**src/rtl/multdiv_sched_if.sv**
```systemverilog
// Handshake and datapath bundle between execute, the multdiv sequencer, the multdiv unit
// and writeback. The slave modport is the sequencer's view; master is the surrounding pipeline.
interface multdiv_sched_if;
    // execute-stage request
    logic        req_valid;
    logic        req_op;
    logic [31:0] req_a;
    logic [31:0] req_b;
    logic [4:0]  req_rd;
    logic        req_ready;
    logic        flush;
    logic        stall;

    // multdiv unit
    logic [31:0] md_operandA;
    logic [31:0] md_operandB;
    logic        md_ctrl_MULT;
    logic        md_ctrl_DIV;
    logic [31:0] md_result;
    logic        md_exception;
    logic        md_resultRDY;

    // writeback packet
    logic        wb_valid;
    logic        wb_ready;
    logic [4:0]  wb_rd;
    logic [31:0] wb_data;
    logic        wb_exception;

    modport slave (
        input  req_valid, req_op, req_a, req_b, req_rd, flush,
        input  md_result, md_exception, md_resultRDY,
        input  wb_ready,
        output req_ready, stall,
        output md_operandA, md_operandB, md_ctrl_MULT, md_ctrl_DIV,
        output wb_valid, wb_rd, wb_data, wb_exception
    );

    modport master (
        output req_valid, req_op, req_a, req_b, req_rd, flush,
        output md_result, md_exception, md_resultRDY,
        output wb_ready,
        input  req_ready, stall,
        input  md_operandA, md_operandB, md_ctrl_MULT, md_ctrl_DIV,
        input  wb_valid, wb_rd, wb_data, wb_exception
    );
endinterface

```
**src/rtl/multdiv_sched.sv**
```systemverilog
// Sequencer for the multdiv unit: accepts one request, pulses the start strobe, stalls the
// pipeline while it runs, and hands a result or exception packet to writeback.
module multdiv_sched #(
    parameter int TIMEOUT  = 40,
    parameter int MIN_LAT  = 2,
    parameter int EXC_RD   = 30,
    parameter int MULT_EXC = 1,
    parameter int DIV_EXC  = 2,
    parameter int TMO_EXC  = 3
) (
    input  logic                  clock,
    input  logic                  clrn,
    multdiv_sched_if.slave        bus
);

    typedef enum logic [1:0] {
        IDLE  = 2'd0,
        START = 2'd1,
        BUSY  = 2'd2,
        DONE  = 2'd3
    } state_t;

    localparam logic [5:0]  CNT_LAST   = 6'(TIMEOUT - 1);
    localparam logic [5:0]  CNT_MIN    = 6'(MIN_LAT);
    localparam logic [4:0]  EXC_RD_V   = 5'(EXC_RD);
    localparam logic [31:0] MULT_EXC_V = 32'(MULT_EXC);
    localparam logic [31:0] DIV_EXC_V  = 32'(DIV_EXC);
    localparam logic [31:0] TMO_EXC_V  = 32'(TMO_EXC);

    state_t      state_reg;
    logic [5:0]  count_reg;
    logic        op_reg;
    logic [4:0]  rd_reg;
    logic [31:0] operand_a_reg;
    logic [31:0] operand_b_reg;
    logic        wb_valid_reg;
    logic [4:0]  wb_rd_reg;
    logic [31:0] wb_data_reg;
    logic        wb_exception_reg;

    logic        accept;
    logic        rdy_honoured;
    logic        timed_out;

    // flush outranks everything, so a flushed request is never accepted
    assign accept       = (state_reg == IDLE) && bus.req_valid && !bus.flush;
    assign rdy_honoured = (count_reg >= CNT_MIN) && bus.md_resultRDY;
    assign timed_out    = (count_reg == CNT_LAST);

    always_ff @(posedge clock or negedge clrn) begin
        if (!clrn) begin
            state_reg        <= IDLE;
            count_reg        <= 6'd0;
            op_reg           <= 1'b0;
            rd_reg           <= 5'd0;
            operand_a_reg    <= 32'd0;
            operand_b_reg    <= 32'd0;
            wb_valid_reg     <= 1'b0;
            wb_rd_reg        <= 5'd0;
            wb_data_reg      <= 32'd0;
            wb_exception_reg <= 1'b0;
        end else if (bus.flush) begin
            // operands stay put; only the in-flight operation and its packet are dropped
            state_reg        <= IDLE;
            count_reg        <= 6'd0;
            wb_valid_reg     <= 1'b0;
            wb_rd_reg        <= 5'd0;
            wb_data_reg      <= 32'd0;
            wb_exception_reg <= 1'b0;
        end else begin
            case (state_reg)
                IDLE: begin
                    count_reg <= 6'd0;
                    if (accept) begin
                        operand_a_reg <= bus.req_a;
                        operand_b_reg <= bus.req_b;
                        op_reg        <= bus.req_op;
                        rd_reg        <= bus.req_rd;
                        state_reg     <= START;
                    end
                end

                START: begin
                    count_reg <= 6'd0;
                    state_reg <= BUSY;
                end

                BUSY: begin
                    count_reg <= count_reg + 6'd1;
                    if (rdy_honoured) begin
                        state_reg    <= DONE;
                        wb_valid_reg <= 1'b1;
                        if (bus.md_exception) begin
                            wb_rd_reg        <= EXC_RD_V;
                            wb_data_reg      <= op_reg ? DIV_EXC_V : MULT_EXC_V;
                            wb_exception_reg <= 1'b1;
                        end else begin
                            wb_rd_reg        <= rd_reg;
                            wb_data_reg      <= bus.md_result;
                            wb_exception_reg <= 1'b0;
                        end
                    end else if (timed_out) begin
                        state_reg        <= DONE;
                        wb_valid_reg     <= 1'b1;
                        wb_rd_reg        <= EXC_RD_V;
                        wb_data_reg      <= TMO_EXC_V;
                        wb_exception_reg <= 1'b1;
                    end
                end

                DONE: begin
                    // packet held until writeback takes it; no re-accept on this edge
                    if (bus.wb_ready) begin
                        wb_valid_reg <= 1'b0;
                        state_reg    <= IDLE;
                    end
                end

                default: begin
                    state_reg <= IDLE;
                end
            endcase
        end
    end

    assign bus.req_ready    = (state_reg == IDLE);
    assign bus.stall        = (state_reg != IDLE);
    assign bus.md_ctrl_MULT = (state_reg == START) && !op_reg;
    assign bus.md_ctrl_DIV  = (state_reg == START) &&  op_reg;

    assign bus.md_operandA  = operand_a_reg;
    assign bus.md_operandB  = operand_b_reg;
    assign bus.wb_valid     = wb_valid_reg;
    assign bus.wb_rd        = wb_rd_reg;
    assign bus.wb_data      = wb_data_reg;
    assign bus.wb_exception = wb_exception_reg;

endmodule

```
**src/flat_wrapper.sv**
```systemverilog
// flat-port wrapper written by rule: the top's interface ports become plain ports
module multdiv_sched_flat 
#(
    parameter int TIMEOUT  = 40,
    parameter int MIN_LAT  = 2,
    parameter int EXC_RD   = 30,
    parameter int MULT_EXC = 1,
    parameter int DIV_EXC  = 2,
    parameter int TMO_EXC  = 3
)
  (clock, clrn, bus_req_valid, bus_req_op, bus_req_a, bus_req_b, bus_req_rd, bus_flush, bus_md_result, bus_md_exception, bus_md_resultRDY, bus_wb_ready, bus_req_ready, bus_stall, bus_md_operandA, bus_md_operandB, bus_md_ctrl_MULT, bus_md_ctrl_DIV, bus_wb_valid, bus_wb_rd, bus_wb_data, bus_wb_exception);
  multdiv_sched_if bus_i ();
  input  logic clock;
  input  logic clrn;
  input wire logic [$bits(bus_i.req_valid)-1:0] bus_req_valid;
  input wire logic [$bits(bus_i.req_op)-1:0] bus_req_op;
  input wire logic [$bits(bus_i.req_a)-1:0] bus_req_a;
  input wire logic [$bits(bus_i.req_b)-1:0] bus_req_b;
  input wire logic [$bits(bus_i.req_rd)-1:0] bus_req_rd;
  input wire logic [$bits(bus_i.flush)-1:0] bus_flush;
  input wire logic [$bits(bus_i.md_result)-1:0] bus_md_result;
  input wire logic [$bits(bus_i.md_exception)-1:0] bus_md_exception;
  input wire logic [$bits(bus_i.md_resultRDY)-1:0] bus_md_resultRDY;
  input wire logic [$bits(bus_i.wb_ready)-1:0] bus_wb_ready;
  output wire logic [$bits(bus_i.req_ready)-1:0] bus_req_ready;
  output wire logic [$bits(bus_i.stall)-1:0] bus_stall;
  output wire logic [$bits(bus_i.md_operandA)-1:0] bus_md_operandA;
  output wire logic [$bits(bus_i.md_operandB)-1:0] bus_md_operandB;
  output wire logic [$bits(bus_i.md_ctrl_MULT)-1:0] bus_md_ctrl_MULT;
  output wire logic [$bits(bus_i.md_ctrl_DIV)-1:0] bus_md_ctrl_DIV;
  output wire logic [$bits(bus_i.wb_valid)-1:0] bus_wb_valid;
  output wire logic [$bits(bus_i.wb_rd)-1:0] bus_wb_rd;
  output wire logic [$bits(bus_i.wb_data)-1:0] bus_wb_data;
  output wire logic [$bits(bus_i.wb_exception)-1:0] bus_wb_exception;
  assign bus_i.req_valid = bus_req_valid;
  assign bus_i.req_op = bus_req_op;
  assign bus_i.req_a = bus_req_a;
  assign bus_i.req_b = bus_req_b;
  assign bus_i.req_rd = bus_req_rd;
  assign bus_i.flush = bus_flush;
  assign bus_i.md_result = bus_md_result;
  assign bus_i.md_exception = bus_md_exception;
  assign bus_i.md_resultRDY = bus_md_resultRDY;
  assign bus_i.wb_ready = bus_wb_ready;
  assign bus_req_ready = bus_i.req_ready;
  assign bus_stall = bus_i.stall;
  assign bus_md_operandA = bus_i.md_operandA;
  assign bus_md_operandB = bus_i.md_operandB;
  assign bus_md_ctrl_MULT = bus_i.md_ctrl_MULT;
  assign bus_md_ctrl_DIV = bus_i.md_ctrl_DIV;
  assign bus_wb_valid = bus_i.wb_valid;
  assign bus_wb_rd = bus_i.wb_rd;
  assign bus_wb_data = bus_i.wb_data;
  assign bus_wb_exception = bus_i.wb_exception;
  multdiv_sched #(.TIMEOUT(TIMEOUT), .MIN_LAT(MIN_LAT), .EXC_RD(EXC_RD), .MULT_EXC(MULT_EXC), .DIV_EXC(DIV_EXC), .TMO_EXC(TMO_EXC)) u_core (.clock(clock), .clrn(clrn), .bus(bus_i));
endmodule
```
**config.mk**
```make
export PLATFORM = sky130hd
export DESIGN_NAME = multdiv_sched_flat
export DESIGN_NICKNAME = d
export VERILOG_FILES = /design/src/rtl/multdiv_sched_if.sv /design/src/rtl/multdiv_sched.sv /design/src/flat_wrapper.sv
export SDC_FILE = /design/constraint.sdc
export NUM_CORES = 1
export LEC_CHECK = 0
export ABC_AREA = 0
export CORE_ASPECT_RATIO = 0.6
export CORE_MARGIN = 5
export CORE_UTILIZATION = 41
export CTS_CLUSTER_DIAMETER = 30
export DETAILED_ROUTE_END_ITERATION = 6
export PLACE_DENSITY = 0.8
export SYNTH_ARGS = -nofsm -noshare
export SYNTH_HDL_FRONTEND = slang
export SYNTH_SLANG_ARGS = --single-unit
```
**constraint.sdc**
```tcl
create_clock -name clock -period 2.8 [get_ports clock]
set_input_delay 0.42 -clock clock [delete_from_list [all_inputs] [get_ports clock]]
set_output_delay 0.42 -clock clock [all_outputs]
set_load 0.01 [all_outputs]
```
## Word level (Yosys, flattened, before mapping)

Index checks and enable logic that the tools add are counted.
W data, S select, Z words.

- Register bits after elaboration: 117
- Word-level logic and storage cells: 66
- Input bits: 109
- Output and inout port bits: 107

- Order comparisons: 1
- Reduce and logical (&&, ||, !) cells: 18
- $add $sub $neg: 1
- Bitwise operators: 1
- Eq/ne operators: 7
- Muxes and demuxes: 28

Operator list:

| cell | number |
|---|---|
| $mux W32 | 5 |
| $mux W5 | 5 |
| $mux W2 | 6 |
| $pmux W6 S2 | 1 |
| $reduce_and A3 Y1 | 3 |
| $reduce_bool A3 Y1 | 3 |
| $mux W1 | 8 |
| $pmux W2 S4 | 1 |
| $add A6 B1 Y6 const B | 1 |
| $eq A6 B6 Y1 const B | 1 |
| $ge A6 B2 Y1 const B | 1 |
| $mux W6 | 1 |
| $logic_and A1 B1 Y1 | 5 |
| $eq A2 B2 Y1 const B | 2 |
| $ne A4 B2 Y1 const B | 1 |
| $reduce_bool A2 Y1 | 2 |
| $ne A3 B2 Y1 const B | 1 |
| $ne A3 B3 Y1 const B | 1 |
| $eq A2 B1 Y1 const B | 1 |
| $logic_not A1 Y1 | 2 |
| $logic_not A2 Y1 | 1 |
| $pmux W1 S2 | 1 |
| $reduce_and A2 Y1 | 1 |
| $reduce_or A2 Y1 | 1 |
| $not A1 Y1 | 1 |

## Longest topological paths before layout

Gate-level depths: netlist of the first run.

- Depth in word-level cells: 6
- Gate-level depth with buffers: 7
- Depth with buffers taken out: 6

## Least setup slack after synthesis of the first run

Ideal clock, no wire load.

- Path type: register to register
- From: register u_core.count_reg[0]
- To: register u_core.wb_data_reg[10] (netlist: u_core.bus.wb_data[10])
- Arrival time: 1.972 ns
- Setup time: 0.122 ns
- Path buffers: 1
- Slack: 0.706 ns
- Data required time: 2.678 ns
- Cell stages (with the launch flop): 8
- Period minus slack after synthesis: 2.094 ns
- Cell sequence: dfrtp_1 inv_1 ha_1 or4_4 o311ai_4 nor2_1 buf_2 a32o_1

- Word-level cells in the longest chain between the ends: 5
- Elaborated cells between the ends (all ways): 8
- Classes of those cells: order compare (1); eq/ne (1); mux (3); reduce/logical (3)

Ends and longest elaborated chain:

| what | line | text |
|---|---|---|
| start: declaration | multdiv_sched.sv:31 | `logic [5:0] count_reg;` |
| start signal: assignment | multdiv_sched.sv:89 | `count_reg <= count_reg + 6'd1;` |
| $ge A6 B2 Y1 | multdiv_sched.sv:47 | `assign rdy_honoured = (count_reg >= CNT_MIN) && bus.md_resultRDY;` |
| $logic_and A1 B1 Y1 | multdiv_sched.sv:47 |  |
| $mux W32 | multdiv_sched.sv:90 | `if (rdy_honoured) begin` |
| $mux W32 | multdiv_sched.sv:71 | `case (state_reg)` |
| $mux W32 | multdiv_sched.sv:62 | `end else if (bus.flush) begin` |
| end signal: assignment | multdiv_sched.sv:95 | `wb_data_reg <= op_reg ? DIV_EXC_V : MULT_EXC_V;` |
| end signal: assignment | multdiv_sched.sv:99 | `wb_data_reg <= bus.md_result;` |
| end: declaration | multdiv_sched.sv:38 | `logic [31:0] wb_data_reg;` |

Parallel ways exist; a longest one is shown, timed or not. The select of a mux whose other input is x is not followed.
A chain may end at the register's enable or synchronous reset.

## Worst setup path after layout of the first run

- From: register u_core.count_reg[0]
- To: register u_core.wb_data_reg[21] (netlist: u_core.bus.wb_data[21])

The elaborated chain is that of the path after synthesis.

==> impl_metrics.ini, run 1 <==
[run_status]
outcome = complete, but fails checks
violations = negative hold slack

[floorplanning]
rows = 30
io_pins = 216
die_w_um = 148
initial_core_util = 0.417
fp.dieH_um = 92.9
die_area_sq_um = 13800
core_sq_um = 11300

[clock_network]
clk_latency_ns = 0.39
cts_buffers = 17
ctsResizeCount = 0
cts_htree_levels = 4
post_cts_buffers = 0
cts_buffer_depth = 2
cts_tree = built
ctsHoldBuffers = 0
clock_sinks = 117
clkTransAtPathRegs_ns = 0.05
cts-root-buf = clkbuf_16

[sta]
fin_crit_sh = 0.839
rsz0062_at_grt = false
fmaxAchievable_mhz = 426
hold_viol = 7
fin_tns_setup_ns = 0
fin_worst_skew_ns = 0.00797
drv_slew = 0
hold-worst-slack_ns = -0.00708
worst_pin_slew_ns = 0.540
finalSetupViolations = 0
max_slew_margin = 0.640
finalCriticalPeriod_ns = 2.35

[synthesis]
synth-async-reset-ratio = 1.00
syn-cell-area_sq_um = 4690
avgSynthCellArea_sq_um = 14.6
yosys_warnings = 0
yosys.area.top_type = dfrtp_1
synth_edf_count = 0
synthCells = 321
synth_seq_cells = 117
yosysTopAreaCellShare = 0.624
synth_ff_type = dfrtp_1
yosysSeqAreaShare = 0.624
synth_cell_types = 37
synthTopCellsByArea = dfrtp_1, mux2_1, a32o_1, ha_1, o32ai_1
synth_fp_nets = 436

[global_routing]
grt_remaining_overflow = 0
grtUsageTotal = 0.189
grt_pass1_vias = 3876
grt_start_max_net_pins = 79
antenna_found_initial = 0
grt_pass1_wl_um = 20500

[drt]
vias = 3563
drt_pass1_iterations = 4
post_drt_wl_per_cell_um = 18.6
drc_errors = 0
via_per_inst = 5.10
postRouteAntennaNets = 0
first_iter_violations = 83
wirelength_um = 13000

[critical_path]
cp-start-kind = flip-flop
worst_ep_arrival_time_ns = 2.67
r2r_slack_ns = 0.45
r2r-end = u_core.bus.wb_data[21]
rr_startpoint = u_core.count_reg[0]
crit_required_ns = 3.12
path_max_fanout = 31
worstSetupPathType = reg -> reg
rr_worst_depth = 7
crit_path_end_kind = flip-flop

[power]
ir_drop_mv = 0.625
p_leak_uw = 0.00316
p_comb_frac = 0.333
clockPowerShare = 0.299
p_seq_frac = 0.369
p_switching_uw = 1940
power.density_nw_per_um2 = 907
p_int_uw = 4940
sw_frac_of_total = 0.282

[cells_and_area]
final_cell_mix = clkdlybuf4s50_1, dfrtp_1, mux2_1
nets = 659
diodes = 0
layout_commonest_cell = clkdlybuf4s50_1
area_delta_synth_final_pct = 61.5
nFillCells = 817
finalNonFillerCells = 699
drive_gt1_frac = 0.0829

[place]
gp_congestion = 0.814
dp_cells = 669
place_hpwl_um = 9590
port_buffers = 215

[min_path]
hold_path.class = in -> async

[job]
maxCapViolations = 0
[power groups by stage]
stage	Sequential, uW	Combinational (uW)	Clock, uW
finish	2540	2290	2060
CTS	2540	2330	2100
floorplan	2740	644	0
detailed placement	2560	2320	0
global placement	2520	2260	0
global route	2610	2460	2180
[final cells by class]
class | instances | area [sq um] | share of cell area
Clock inverter | 10 | 108 | 0.0142
Inverter | 14 | 52.6 | 0.00693
Tap cell | 144 | 180 | 0.0238
Timing Repair Buffer | 221 | 2220 | 0.293
Sequential cell | 117 | 2930 | 0.386
Clock buffer | 20 | 457 | 0.0602
Multi-Input combinational cell | 173 | 1640 | 0.216
[stage by stage]
step	area, sq um	hold slack (ns)	power (uW)	setup WS, ns	utilization
2_1_floorplan	4690	0.124	3380	0.706	-
4_1_cts	7580	0.0130	6970	0.445	0.673
3_5_place_dp	7020	0.439	4880	0.460	0.623
5_1_grt	7580	0.0258	7250	0.315	0.673
3_3_place_gp	7020	0.426	4780	0.537	0.623
6_report	7580	-0.00708	6880	0.451	0.673
[per-layer routing]
| metal | global-route usage | routed length, um | vias to the layer above |
|---|---|---|---|
| met4 | 0.0392 | 80 | 0 |
| met1 | 0.229 | 5420 | 1761 |
| met5 | 0 | 0 | - |
| met3 | 0.0905 | 1340 | 8 |
| li1 | - | - | 1640 |
| met2 | 0.312 | 6140 | 154 |
[how the worst max path moves through the flow]
stage                              from                      to  slack (ns)  cells past startpoint
floorplan           u_core.count_reg[0]  u_core.bus.wb_data[10]        0.71                      7
global placement    u_core.count_reg[0]  u_core.bus.wb_data[20]        0.54                      7
detailed placement  u_core.count_reg[0]  u_core.bus.wb_data[21]        0.46                      7
CTS                 u_core.count_reg[0]   u_core.bus.wb_data[8]        0.44                      7
global route        u_core.count_reg[0]  u_core.bus.wb_data[21]        0.32                      7
finish              u_core.count_reg[0]  u_core.bus.wb_data[21]        0.45                      7
[cells by family (layout without fill, tap and decap cells)]
kind of cell               after synthesis  count (layout)  synth area share
adders and majority gates                6               6            0.0160
xor gates and xnor gates                 1               1           0.00187
buffers and inverters                   31             265            0.0304
muxes                                   71              71             0.170
and+or+nand+nor                         33              33            0.0357
DFF                                    117             117             0.624
AOI/OAI and AO/OA                       62              62             0.122
[critical path, cell delays in order, from the launching register on]
cell     delay (ns)
dfrtp_1        0.42
inv_1          0.06
ha_1           0.19
or4_4          0.58
o31a_4         0.33
o21ai_4        0.13
buf_4          0.32
a32o_1         0.23
[synth_stat cells (3+ instances only)]
| master | number |
|---|---|
| a21oi_1 | 3 |
| a31oi_1 | 3 |
| a32o_1 | 31 |
| and2_1 | 3 |
| buf_1 | 4 |
| buf_2 | 3 |
| buf_6 | 3 |
| clkbuf_1 | 7 |
| dfrtp_1 | 117 |
| ha_1 | 6 |
| inv_1 | 12 |
| mux2_1 | 70 |
| nand2_1 | 8 |
| nand3_1 | 3 |
| nand4_1 | 3 |
| nor2_1 | 9 |
| o21ai_0 | 3 |
| o21ai_1 | 6 |
| o32ai_1 | 6 |
Note: power is estimated with default switching activity, not from simulation.
==> run 2: changes to the inputs <==
- CORE_UTILIZATION: 41 -> 37
- PLACE_DENSITY: 0.8 -> 0.76
- clock period: 2.8 -> 2.1 ns (I/O delays scaled with it)
==> run 2 against run 1 <==
Net effect:
- setup slack worse by 0.51 ns
- sequential cell count unchanged
- critical endpoint is now u_core.bus.wb_data[29]
- cell count up 7.3%
- clock power up 31%
- power up 35%
- critical path type unchanged
- routed wire length up 13%
- design area up 5.4%
- clock skew up 0.00055 ns
- die area up 9.8%
- sequential power up 32%
- the run ends with negative setup slack left
- global-route usage up 0.69 points
- count of clock-buffer cells in the layout up 1
==> impl_metrics.ini, run 2 (same netlist as run 1, synthesis figures left out) <==
[sta]
fmaxAchievable_mhz = 463
drv_slew = 0
finalCriticalPeriod_ns = 2.16
fin_worst_skew_ns = 0.00852
fin_ws_ns = -0.0591
fin_tns_setup_ns = -1.14
fin_crit_sh = 1.03
max_slew_margin = 0.567
rsz0062_at_grt = true
hold_viol = 0
finalSetupViolations = 33
worst_pin_slew_ns = 0.649

[clock_network]
cts-root-buf = clkbuf_16
cts_htree_levels = 4
cts_buffers = 17
cts_tree = built
clk_latency_ns = 0.39
clkTransAtPathRegs_ns = 0.06
clock_sinks = 117
cts_buffer_depth = 2

[drt]
drt_pass1_iterations = 4
wirelength_um = 14700
via_per_inst = 5.04
drc_errors = 0
first_iter_violations = 144
postRouteAntennaNets = 0
vias = 3782
post_drt_wl_per_cell_um = 19.6

[critical_path]
cp-start-kind = flip-flop
rr_worst_depth = 8
crit_path_end_kind = flip-flop
worst_ep_arrival_time_ns = 2.43
path_max_fanout = 8
rr_startpoint = u_core.count_reg[0]
crit_required_ns = 2.37
startpoint = u_core.count_reg[0]
worstSetupPathType = reg -> reg

[global_routing]
grt_remaining_overflow = 0
antenna_found_initial = 0
grt_start_max_net_pins = 42
grt_pass1_wl_um = 23300
grtUsageTotal = 0.196
grt_pass1_vias = 4104

[cells_and_area]
area_delta_synth_final_pct = 70.2
diodes = 0
drive_gt1_frac = 0.140
layout_commonest_cell = clkdlybuf4s50_1
final_cell_mix = clkdlybuf4s50_1, dfrtp_1, mux2_1
nets = 689
nFillCells = 907
stdcell_area_sq_um = 7990

[min_path]
hold_path.class = in -> async

[place]
placed_area_sq_um = 7170
place_hpwl_um = 10200
gp_congestion = 0.810
port_buffers = 215

[power]
finalPower_uw = 9260
ir_drop_mv = 0.863
power.density_nw_per_um2 = 1160
p_leak_uw = 0.00336

[floorplanning]
fp.dieH_um = 97.3
die_w_um = 155
core_sq_um = 12300
initial_core_util = 0.383
rows = 31
die_area_sq_um = 15100
io_pins = 216

[job]
maxCapViolations = 0

[run_status]
outcome = complete, but fails checks
violations = negative setup slack
[run 2: per-layer routing]
| layer | routed length [um] | part of all wire | vias to the layer above | GRT usage |
|---|---|---|---|---|
| li1 | - | - | 1711 | - |
| met4 | 100 | 0.0068 | 0 | 0.0477 |
| met3 | 1560 | 0.11 | 8 | 0.0872 |
| met5 | 0 | 0 | - | 0 |
| met1 | 6170 | 0.42 | 1884 | 0.250 |
| met2 | 6880 | 0.47 | 179 | 0.307 |
[run 2: through the flow]
| stage | hold slack (ns) | std cells | setup WS [ns] | utilization |
|---|---|---|---|---|
| CTS | 0.451 | 745 | -0.00972 | 0.647 |
| floorplan | 0.0194 | 321 | 0.00647 | - |
| detailed placement | 0.345 | 701 | -0.215 | 0.585 |
| finish | 0.446 | 750 | -0.0591 | 0.652 |
| global placement | 0.329 | 701 | -0.103 | 0.585 |
| global route | 0.490 | 750 | -0.110 | 0.652 |
[run 2: worst max-delay path, stage by stage, from the launching register on]
cell and delay, ns:
dfrtp_1 0.36, inv_1 0.06, ha_2 0.17, or4_4 0.53
buf_6 0.14, o311ai_4 0.26, buf_12 0.18, nor2_4 0.07
a32o_1 0.26
[run 2: cell type report]
cell class / instances / area, sq um / share of cell area
clock inverters: 9 / 80.1 / 0.0100
clock buffers: 21 / 470 / 0.0589
well taps: 165 / 206 / 0.0258
inverters: 14 / 52.6 / 0.00658
repair buffers: 248 / 2540 / 0.318
multi-input cells: 176 / 1710 / 0.214
flip-flops and latches: 117 / 2930 / 0.366
[run 2: timing repair]
action / in CTS / in global routing
cloned: 6 / 0
endpoints found under the hold margin: 36 / 0
setup endpoints to repair: 33 / 43
hold buffers: 1 / 0
resized for setup: 17 / 5
setup buffers: 7 / 5
pin swaps: 6 / 6
[run 2: worst paths after layout]
path                                               to  slack (ns)
max in group asynchronous       u_core.bus.wb_data[1]        1.03
max                            u_core.bus.wb_data[29]       -0.06
min reg2reg                u_core.bus.md_operandB[12]        0.48
max reg2reg                    u_core.bus.wb_data[29]       -0.06
min in group clock         u_core.bus.md_operandB[12]        0.48
min                        u_core.bus.md_operandB[13]        0.45
[run 2: report_power, final]
part / total, uW / internal, uW / leakage [uW] / switching, uW
Combinational: 3200 / 1920 / 0.00162 / 1290
Sequential: 3360 / 2970 / 0.00148 / 389
Clock: 2690 / 1700 / 0.000263 / 993
